<file path="config.mk">
export PLATFORM = sky130hd
export DESIGN_NAME = operand_fetch
export DESIGN_NICKNAME = d
export VERILOG_FILES = /design/src/rtl/operand_fetch.sv
export SDC_FILE = /design/constraint.sdc
export NUM_CORES = 1
export LEC_CHECK = 0
export ABC_CLOCK_PERIOD_IN_PS = 2200
export CORE_ASPECT_RATIO = 1.5
export CORE_MARGIN = 2
export CORE_UTILIZATION = 38
export DETAILED_ROUTE_END_ITERATION = 8
export PLACE_DENSITY = 0.8
export SETUP_SLACK_MARGIN = 0.1
export SLEW_MARGIN = 20
export SYNTH_ARGS = -nofsm -noshare
export SYNTH_HDL_FRONTEND = slang
export SYNTH_SLANG_ARGS = --single-unit
</file>
<file path="constraint.sdc">
create_clock -name clk -period 2.2 [get_ports clk]
set_input_delay 0.33 -clock clk [delete_from_list [all_inputs] [get_ports clk]]
set_output_delay 0.33 -clock clk [all_outputs]
set_load 0.05 [all_outputs]
</file>
<file path="src/rtl/operand_fetch.sv">
// rtl/operand_fetch.sv - decode/operand-fetch stage (OPFETCH_BYPASS_EN: forward writebacks instead of retrying)
module operand_fetch (
  input  logic        clk,
  input  logic        rst_n,
  input  logic        in_valid,
  output logic        in_ready,
  input  logic [31:0] in_inst,
  input  logic [31:0] in_pc,
  output logic [4:0]  rf_raddr1,
  output logic [4:0]  rf_raddr2,
  output logic        rf_ren1,
  output logic        rf_ren2,
  input  logic [31:0] rf_rdata1,
  input  logic [31:0] rf_rdata2,
  input  logic        wb_wen,
  input  logic [4:0]  wb_waddr,
  input  logic [31:0] wb_wdata,
  output logic        out_valid,
  input  logic        out_ready,
  output logic [31:0] out_pc,
  output logic [31:0] out_inst,
  output logic [31:0] out_rs1_val,
  output logic [31:0] out_rs2_val,
  output logic [31:0] out_imm,
  output logic [4:0]  out_rd
);

  typedef enum logic [2:0] {FMT_R, FMT_I, FMT_S, FMT_B, FMT_U, FMT_J} fmt_t;

`ifdef OPFETCH_BYPASS_EN
  typedef enum logic [1:0] {S_IDLE, S_READ, S_VALID} state_t;
`else
  typedef enum logic [1:0] {S_IDLE, S_READ, S_VALID, S_RETRY} state_t;
`endif

  // Unknown opcodes fall back to the I layout (rs1 only).
  function automatic fmt_t decode_fmt(input logic [6:0] op);
    case (op)
      7'b0110011: return FMT_R;
      7'b0100011: return FMT_S;
      7'b1100011: return FMT_B;
      7'b0110111: return FMT_U;
      7'b0010111: return FMT_U;
      7'b1101111: return FMT_J;
      default:    return FMT_I;
    endcase
  endfunction

  function automatic logic [31:0] gen_imm(input logic [31:0] i);
    logic [31:0] imm;
    imm = '0;
    case (decode_fmt(i[6:0]))
      FMT_I:   imm = {{20{i[31]}}, i[31:20]};
      FMT_S:   imm = {{20{i[31]}}, i[31:25], i[11:7]};
      FMT_B:   imm = {{20{i[31]}}, i[7], i[30:25], i[11:8], 1'b0};
      FMT_U:   imm = {i[31:12], 12'b0};
      FMT_J:   imm = {{12{i[31]}}, i[19:12], i[20], i[30:21], 1'b0};
      default: imm = '0;
    endcase
    return imm;
  endfunction

  state_t      state_q;
  state_t      state_d;
  logic        in_idle;
  logic [6:0]  cur_op;
  fmt_t        cur_fmt;
  logic        fmt_use1;
  logic        fmt_use2;
  logic        use1_nz;
  logic        use2_nz;
  logic        wb_hit1;
  logic        wb_hit2;
  logic        issue;
  logic        w0_hit1_q;
  logic        w0_hit2_q;
  logic [31:0] cap1;
  logic [31:0] cap2;

`ifdef OPFETCH_BYPASS_EN
  logic [31:0] w0_data1_q;
  logic [31:0] w0_data2_q;
`else
  logic        stall;
  // Write data is never consumed here: hazards are resolved by re-reading the register file.
  logic        unused_wdata;
  assign unused_wdata = ^wb_wdata;
`endif

  // In IDLE the read ports follow the offered instruction; afterwards they follow the latched one.
  assign in_idle   = (state_q == S_IDLE);
  assign cur_op    = in_idle ? in_inst[6:0]   : out_inst[6:0];
  assign rf_raddr1 = in_idle ? in_inst[19:15] : out_inst[19:15];
  assign rf_raddr2 = in_idle ? in_inst[24:20] : out_inst[24:20];
  assign cur_fmt   = decode_fmt(cur_op);
  assign fmt_use1  = (cur_fmt != FMT_U) && (cur_fmt != FMT_J);
  assign fmt_use2  = (cur_fmt == FMT_R) || (cur_fmt == FMT_S) || (cur_fmt == FMT_B);
  assign use1_nz   = fmt_use1 && (rf_raddr1 != 5'd0);
  assign use2_nz   = fmt_use2 && (rf_raddr2 != 5'd0);

  // Same expression serves as the W0 check in an issue cycle and the W1 check in READ.
  assign wb_hit1   = wb_wen && use1_nz && (wb_waddr == rf_raddr1);
  assign wb_hit2   = wb_wen && use2_nz && (wb_waddr == rf_raddr2);

`ifdef OPFETCH_BYPASS_EN
  assign issue     = in_idle && in_valid;
`else
  assign issue     = (in_idle && in_valid) || (state_q == S_RETRY);
`endif

  assign rf_ren1   = rst_n && issue && fmt_use1;
  assign rf_ren2   = rst_n && issue && fmt_use2;

  // State register
  always_ff @(posedge clk or negedge rst_n) begin
    if (!rst_n) begin
      state_q <= S_IDLE;
    end else begin
      state_q <= state_d;
    end
  end

  // Next-state and handshake outputs
  always_comb begin
    state_d   = state_q;
    in_ready  = 1'b0;
    out_valid = 1'b0;
    case (state_q)
      S_IDLE: begin
        in_ready = 1'b1;
        if (in_valid) state_d = S_READ;
      end
      S_READ: begin
`ifdef OPFETCH_BYPASS_EN
        state_d = S_VALID;
`else
        state_d = stall ? S_RETRY : S_VALID;
`endif
      end
      S_VALID: begin
        out_valid = 1'b1;
        if (out_ready) state_d = S_IDLE;
      end
`ifndef OPFETCH_BYPASS_EN
      S_RETRY: state_d = S_READ;
`endif
      default: state_d = S_IDLE;
    endcase
  end

  // Remember writebacks that hit a source in the cycle the reads were issued
  always_ff @(posedge clk or negedge rst_n) begin
    if (!rst_n) begin
      w0_hit1_q  <= 1'b0;
      w0_hit2_q  <= 1'b0;
`ifdef OPFETCH_BYPASS_EN
      w0_data1_q <= '0;
      w0_data2_q <= '0;
`endif
    end else if (issue) begin
      w0_hit1_q  <= wb_hit1;
      w0_hit2_q  <= wb_hit2;
`ifdef OPFETCH_BYPASS_EN
      w0_data1_q <= wb_wdata;
      w0_data2_q <= wb_wdata;
`endif
    end
  end

  // Operand selection in READ; the later (W1) writeback takes priority over the earlier one
  always_comb begin
    cap1 = '0;
    cap2 = '0;
`ifdef OPFETCH_BYPASS_EN
    if (use1_nz) cap1 = wb_hit1 ? wb_wdata : (w0_hit1_q ? w0_data1_q : rf_rdata1);
    if (use2_nz) cap2 = wb_hit2 ? wb_wdata : (w0_hit2_q ? w0_data2_q : rf_rdata2);
`else
    stall = wb_hit1 || wb_hit2 || w0_hit1_q || w0_hit2_q;
    if (use1_nz) cap1 = rf_rdata1;
    if (use2_nz) cap2 = rf_rdata2;
`endif
  end

  // Latch instruction fields on accept and operands on the READ to VALID transition
  always_ff @(posedge clk or negedge rst_n) begin
    if (!rst_n) begin
      out_pc      <= '0;
      out_inst    <= '0;
      out_imm     <= '0;
      out_rd      <= '0;
      out_rs1_val <= '0;
      out_rs2_val <= '0;
    end else begin
      if (in_idle && in_valid) begin
        out_pc   <= in_pc;
        out_inst <= in_inst;
        out_imm  <= gen_imm(in_inst);
        out_rd   <= in_inst[11:7];
      end
      if ((state_q == S_READ) && (state_d == S_VALID)) begin
        out_rs1_val <= cap1;
        out_rs2_val <= cap2;
      end
    end
  end

endmodule

</file>
### After elaboration in Yosys (flattened, before gate mapping)

Index checks and enable logic that the tools add are counted.

* mux-type cells: 15
* equality and inequality tests: 27
* reduce and logical (&&, ||, !) cells: 24

Operator list (count)
* $pmux W32 S5: 1
* $mux W32: 2
* $eq A7 B6 Y1 const B: 6
* $pmux W3 S5: 2
* $eq A7 B7 Y1 const B: 4
* $eq A7 B5 Y1 const B: 2
* $eq A3 B2 Y1 const B: 4
* $logic_and A1 B1 Y1: 12
* $eq A5 B5 Y1: 2
* $mux W5: 2
* $reduce_bool A5 Y1: 2
* $pmux W2 S4: 1
* $mux W7: 1
* $eq A2 B2 Y1 const B: 3
* $eq A3 B3 Y1 const B: 2
* $logic_or A1 B1 Y1: 6
* $ne A3 B3 Y1 const B: 2
* $mux W2: 2
* $reduce_or A2 Y1: 2
* $eq A3 B1 Y1 const B: 1
* $logic_not A3 Y1: 1
* $mux W1: 3
* $mux W3: 1
* $eq A2 B1 Y1 const B: 1
* $logic_not A2 Y1: 1

* output and inout port bits: 179
* input bits: 170
* register bits after elaboration: 169

### Depth between registers and ports, before layout

* depth in word-level cells: 18
* mapped depth: 11

### Least setup slack after synthesis

OpenSTA, ideal clock, no wires.

* path type: reg-to-reg
* start point: reg state_q[1]
* end point: reg out_rs1_val[0]
* path buffers: 3
* data required time: 2.077 ns
* arrival time: 2.651 ns
* setup time: 0.123 ns
* cell stages (with the launch flop): 10
* period minus slack after synthesis: 2.775 ns
* slack: -0.575 ns
* cells stage by stage: dfrtp_1 or2_1 buf_2 o21ai_1 xor2_1 nor3_1 a211oi_4 buf_6 buf_8 mux2i_1

RTL lines
* from (decl): line 63 `state_t state_q;`
* from (signal assigned): line 119 `state_q <= state_d;`
* $logic_not A2 Y1 (*): line 91 `assign in_idle = (state_q == S_IDLE);`
* $mux W5 (*): line 94 `assign rf_raddr2 = in_idle ? in_inst[24:20] : out_inst[24:20];`
* named net rf_raddr2[1]: line 10 `output logic [4:0] rf_raddr2,`
* $reduce_bool A5 Y1: line 99 `assign use2_nz = fmt_use2 && (rf_raddr2 != 5'd0);`
* $logic_and A1 B1 Y1: line 99
* $logic_and A1 B1 Y1: line 103 `assign wb_hit2 = wb_wen && use2_nz && (wb_waddr == rf_raddr2);`
* $logic_and A1 B1 Y1 (*): line 103
* $logic_or A1 B1 Y1 (*) (3 in series): line 178 `stall = wb_hit1 || wb_hit2 || w0_hit1_q || w0_hit2_q;`
* $mux W1 (*): line 137 `state_d = stall ? S_RETRY : S_VALID;`
* $pmux W2 S4 (*): line 128 `case (state_q)`
* $eq A2 B2 Y1 (*): line 200 `if ((state_q == S_READ) && (state_d == S_VALID)) begin`
* $logic_and A1 B1 Y1 (*): line 200
* to (signal assigned): line 201 `out_rs1_val <= cap1;`
* to (decl): line 22 `output logic [31:0] out_rs1_val,`

The timed path passes the listed nets; every way through them passes the cells marked *.
A chain may end at the register's enable or synchronous reset.

### Final worst setup path

* start point: reg state_q[0]
* end point: reg out_rs1_val[26]

* cells in the longest elaborated chain, start to end: 18

RTL lines
* $logic_not A2 Y1: line 91, 128
* $mux W7: line 92 `assign cur_op = in_idle ? in_inst[6:0] : out_inst[6:0];`
* $eq A7 B5 Y1 or $eq A7 B6 Y1 (tied branches): line 38 `case (op)`
* $reduce_or A2 Y1 (no line)
* $pmux W3 S5: line 38
* $eq A3 B2 Y1 or $logic_not A3 Y1 (tied branches): line 97 `assign fmt_use2 = (cur_fmt == FMT_R) || (cur_fmt == FMT_S) || (cur_fmt == FMT_B);`
* $logic_or A1 B1 Y1 (2 in series): line 97
* $logic_and A1 B1 Y1: line 99
* $logic_and A1 B1 Y1 (2 in series): line 103
* $logic_or A1 B1 Y1 (3 in series): line 178
* $mux W1: line 137
* $pmux W2 S4: line 128
* $eq A2 B2 Y1: line 200
* $logic_and A1 B1 Y1: line 200

Several ways; a longest one is shown, not always the timed one.

==> flow_summary.json <==
{
  "die_x_um": 119,
  "cp.arrival_ps": 2720,
  "yosysSeqAreaShare": 0.542,
  "yosysWarnings": 0,
  "crit_required_ps": 2540,
  "num_rows": 63,
  "top_layer": "met5",
  "rr_worst_depth": 10,
  "holdBufCountCts": 0,
  "wl_per_cell_um": 17.1,
  "max-cap-violations": 0,
  "cts_htree_levels": 4,
  "power.density_nw_per_um2": 1640,
  "synth-adder-area-share": 0.00165,
  "syn_inst": 804,
  "syn_area_um2": 7570,
  "gp_congestion": 0.865,
  "leakage_nw": 5.85,
  "vias_per_cell": 4.85,
  "clockBufferDepth": 2,
  "post_dp_cell_area_um2": 11800,
  "synth_simple_gate_area_frac": 0.174,
  "async_flop_share": 1.00,
  "violations": "negative hold slack, negative setup slack",
  "fin_skew_ps": 6.41,
  "hpwl_mm": 18.1,
  "routed_wl_mm": 25.0,
  "synth_top_family_by_area": "simple AND/OR/NAND/NOR gates",
  "vias": 7070,
  "die_y_um": 177,
  "final_net_count": 1357,
  "antenna_found_initial": 1,
  "grt_pass1_vias": 7142,
  "setup_slack_ps": -175,
  "dieArea_um2": 21100,
  "clock_latency_ps": 430,
  "drtPass1Iterations": 4,
  "ys_ff_latch": 164,
  "hold-worst-slack_ps": -31.8,
  "routed-wl-met2_mm": 13.0,
  "clk_pin_slew_ps": 70,
  "syn-num-nets": 975,
  "wl_met1_mm": 9.76,
  "final_antenna_net_count": 0,
  "cts_tree": "yes",
  "fin_crit_sh": 1.08,
  "crit_type": "reg2reg",
  "fin_util": 0.649,
  "ios": 349,
  "avgSynthCellArea_um2": 9.42,
  "ir_drop_uv": 1120,
  "start_util": 0.386,
  "grt_pass1_wl_mm": 37.7,
  "status": "finished, violations left",
  "crit_chain": "or2_4, inv_6, mux2_4, xnor2_2, and4_4, a211oi_4, buf_6, buf_12, clkbuf_16, mux2i_1",
  "start_kind": "flip-flop",
  "areaGrowthSynthToFinish_pct": 68.1,
  "overflow": 0,
  "synthMuxAreaShare": 0.0918,
  "drv_slew": 0,
  "maxSlewHeadroom": 0.313,
  "cts_made_buffers": 17,
  "cp-end-kind": "flip-flop",
  "hold_violations": 9,
  "tightestPinTransition_ps": 1030,
  "synth_compound_area_frac": 0.106,
  "critPathMaxStageDelay_ps": 410,
  "hp-class": "in2async",
  "drive_gt1_frac": 0.170,
  "setup_violations": 70,
  "cts_root_buf": "clkbuf_16",
  "detail_route.iter0.violations": 371,
  "io_buffers": 316,
  "diodes": 0,
  "ys_types": 58,
  "min_period_ps": 2370,
  "wl_met3_mm": 1.33,
  "clock-sinks": 164,
  "max_freq_mhz": 421,
  "layout_commonest_cell": "clkdlybuf4s50_1",
  "synth-edff-count": 0,
  "drc": 0,
  "grt_max_degree": 165,
  "critPathMaxFanout": 8,
  "cp_slowest_cell": "dfrtp_1",
  "layout_common_cells": "289 x clkdlybuf4s50_1, 264 x nand2_1, 158 x dfrtp_1",
  "fin_area_um2": 12700,
  "grt_usage": 0.230,
  "synth_xor_area_frac": 0.00925,
  "coreArea_um2": 19600,
  "synth-main-ff-cell": "dfrtp_1",
  "rsz0062_at_grt": "yes"
}
[cells by family (layout without fill, tap and decap cells)]
| family | Yosys count | count (layout) |
|---|---|---|
| AO/OA/AOI/OAI | 118 | 118 |
| XOR/XNOR | 8 | 8 |
| adder cells (fa/ha/maj) | 1 | 1 |
| buffers and inverters | 129 | 524 |
| flip-flops | 164 | 164 |
| multiplexers | 69 | 69 |
| AND/OR/NAND/NOR | 315 | 315 |
[flip-flops by register name (all words and copies together), names as in the netlist]
| name | cells |
|---|---|
| out_pc | 32 |
| w0_hit1_q | 1 |
| w0_hit2_q | 1 |
| out_rs1_val | 32 |
| out_rs2_val | 32 |
| state_q | 2 |
| out_inst | 32 |
| out_imm | 32 |
[worst paths after layout]
path | start | endpoint | slack, ps
min in group clk | in_inst[4] | out_inst[4] | 130
worst min register to register | out_pc[4] | out_pc[4] | 470
max in group asynchronous | rst_n | out_imm[3] | 1370
worst max register to register | state_q[0] | out_rs1_val[26] | -170
worst max-delay path | state_q[0] | out_rs1_val[26] | -170
worst min-delay path | rst_n | out_inst[0] | -30
[where the power goes]
group          internal (W)  switching (W)
clock               0.00168        0.00127
combinational       0.00490        0.00806
sequential          0.00419       0.000733
total                0.0108         0.0101
[repair_timing]
action,4_1_cts,5_1_grt
gates resized for setup,24,46
cloned,0,5
setup buffers,5,5
endpoints found under the setup margin,106,97
endpoints found under the hold margin,0,0
pin swaps,9,12
[metrics by stage]
| step | power (W) | hold slack, ps | setup WS (ps) | cells | setup TNS, ps |
|---|---|---|---|---|---|
| finish | 0.0208 | -31.8 | -175 | 1459 | -6870 |
| global placement | 0.0171 | 445 | -579 | 1412 | -52520 |
| floorplan | 0.0127 | 34.4 | -177 | 804 | -9790 |
| detailed placement | 0.0173 | 461 | -686 | 1412 | -58650 |
| CTS | 0.0204 | 129 | -146 | 1449 | -6360 |
| global route | 0.0218 | 162 | -243 | 1459 | -12560 |
[routing by layer]
metal,vias up,track usage
met1,3361,0.264
met5,-,0
met3,53,0.0525
met2,269,0.408
met4,2,0.105
li1,3385,-
[synthesized netlist by cell type, types with 2 or more instances]
cell type	n	share of area
or4_1	2	0.0020
nor3_1	4	0.0026
a22oi_1	22	0.022
nor2_1	6	0.0030
dfrtp_1	164	0.54
or3_1	2	0.0017
inv_2	2	0.00099
inv_1	79	0.039
nand4bb_1	2	0.0030
nor4_1	3	0.0025
and3_1	2	0.0017
or3b_1	2	0.0023
o31ai_1	2	0.0020
nand2_1	268	0.13
or2_2	3	0.0025
o21a_1	5	0.0050
a211oi_1	2	0.0020
and2_1	3	0.0025
xnor2_1	3	0.0035
a22o_1	17	0.020
buf_1	3	0.0015
nand4_1	2	0.0017
a31oi_1	3	0.0025
buf_4	6	0.0059
o21ai_0	32	0.021
o21ai_1	15	0.0099
mux2_2	4	0.0059
clkbuf_1	30	0.015
and4b_1	2	0.0026
buf_2	3	0.0020
buf_8	5	0.0099
nand2b_1	3	0.0025
a21oi_1	7	0.0046
nand3_1	3	0.0020
xor2_1	5	0.0058
mux2i_1	65	0.086
nand4b_1	2	0.0023
[worst max-delay path, delay by kind of cell, from the launching register on]
| family | cells | cell delay, ps |
|---|---|---|
| multiplexers | 2 | 530 |
| buffers and inverters | 4 | 560 |
| XOR/XNOR | 1 | 140 |
| AND/OR/NAND/NOR | 2 | 480 |
| flip-flops | 1 | 410 |
| AO/OA/AOI/OAI | 1 | 160 |
[area by class of cell]
| cell class | count | area [um2] |
|---|---|---|
| Fill cell | 1510 | 6900 |
| Timing Repair Buffer | 411 | 4220 |
| Clock buffer | 17 | 425 |
| Sequential cell | 164 | 4110 |
| Tap cell | 260 | 325 |
| Clock inverter | 15 | 159 |
| Inverter | 81 | 312 |
| Multi-Input combinational cell | 511 | 3180 |
(Power assumes the default switching activity.)
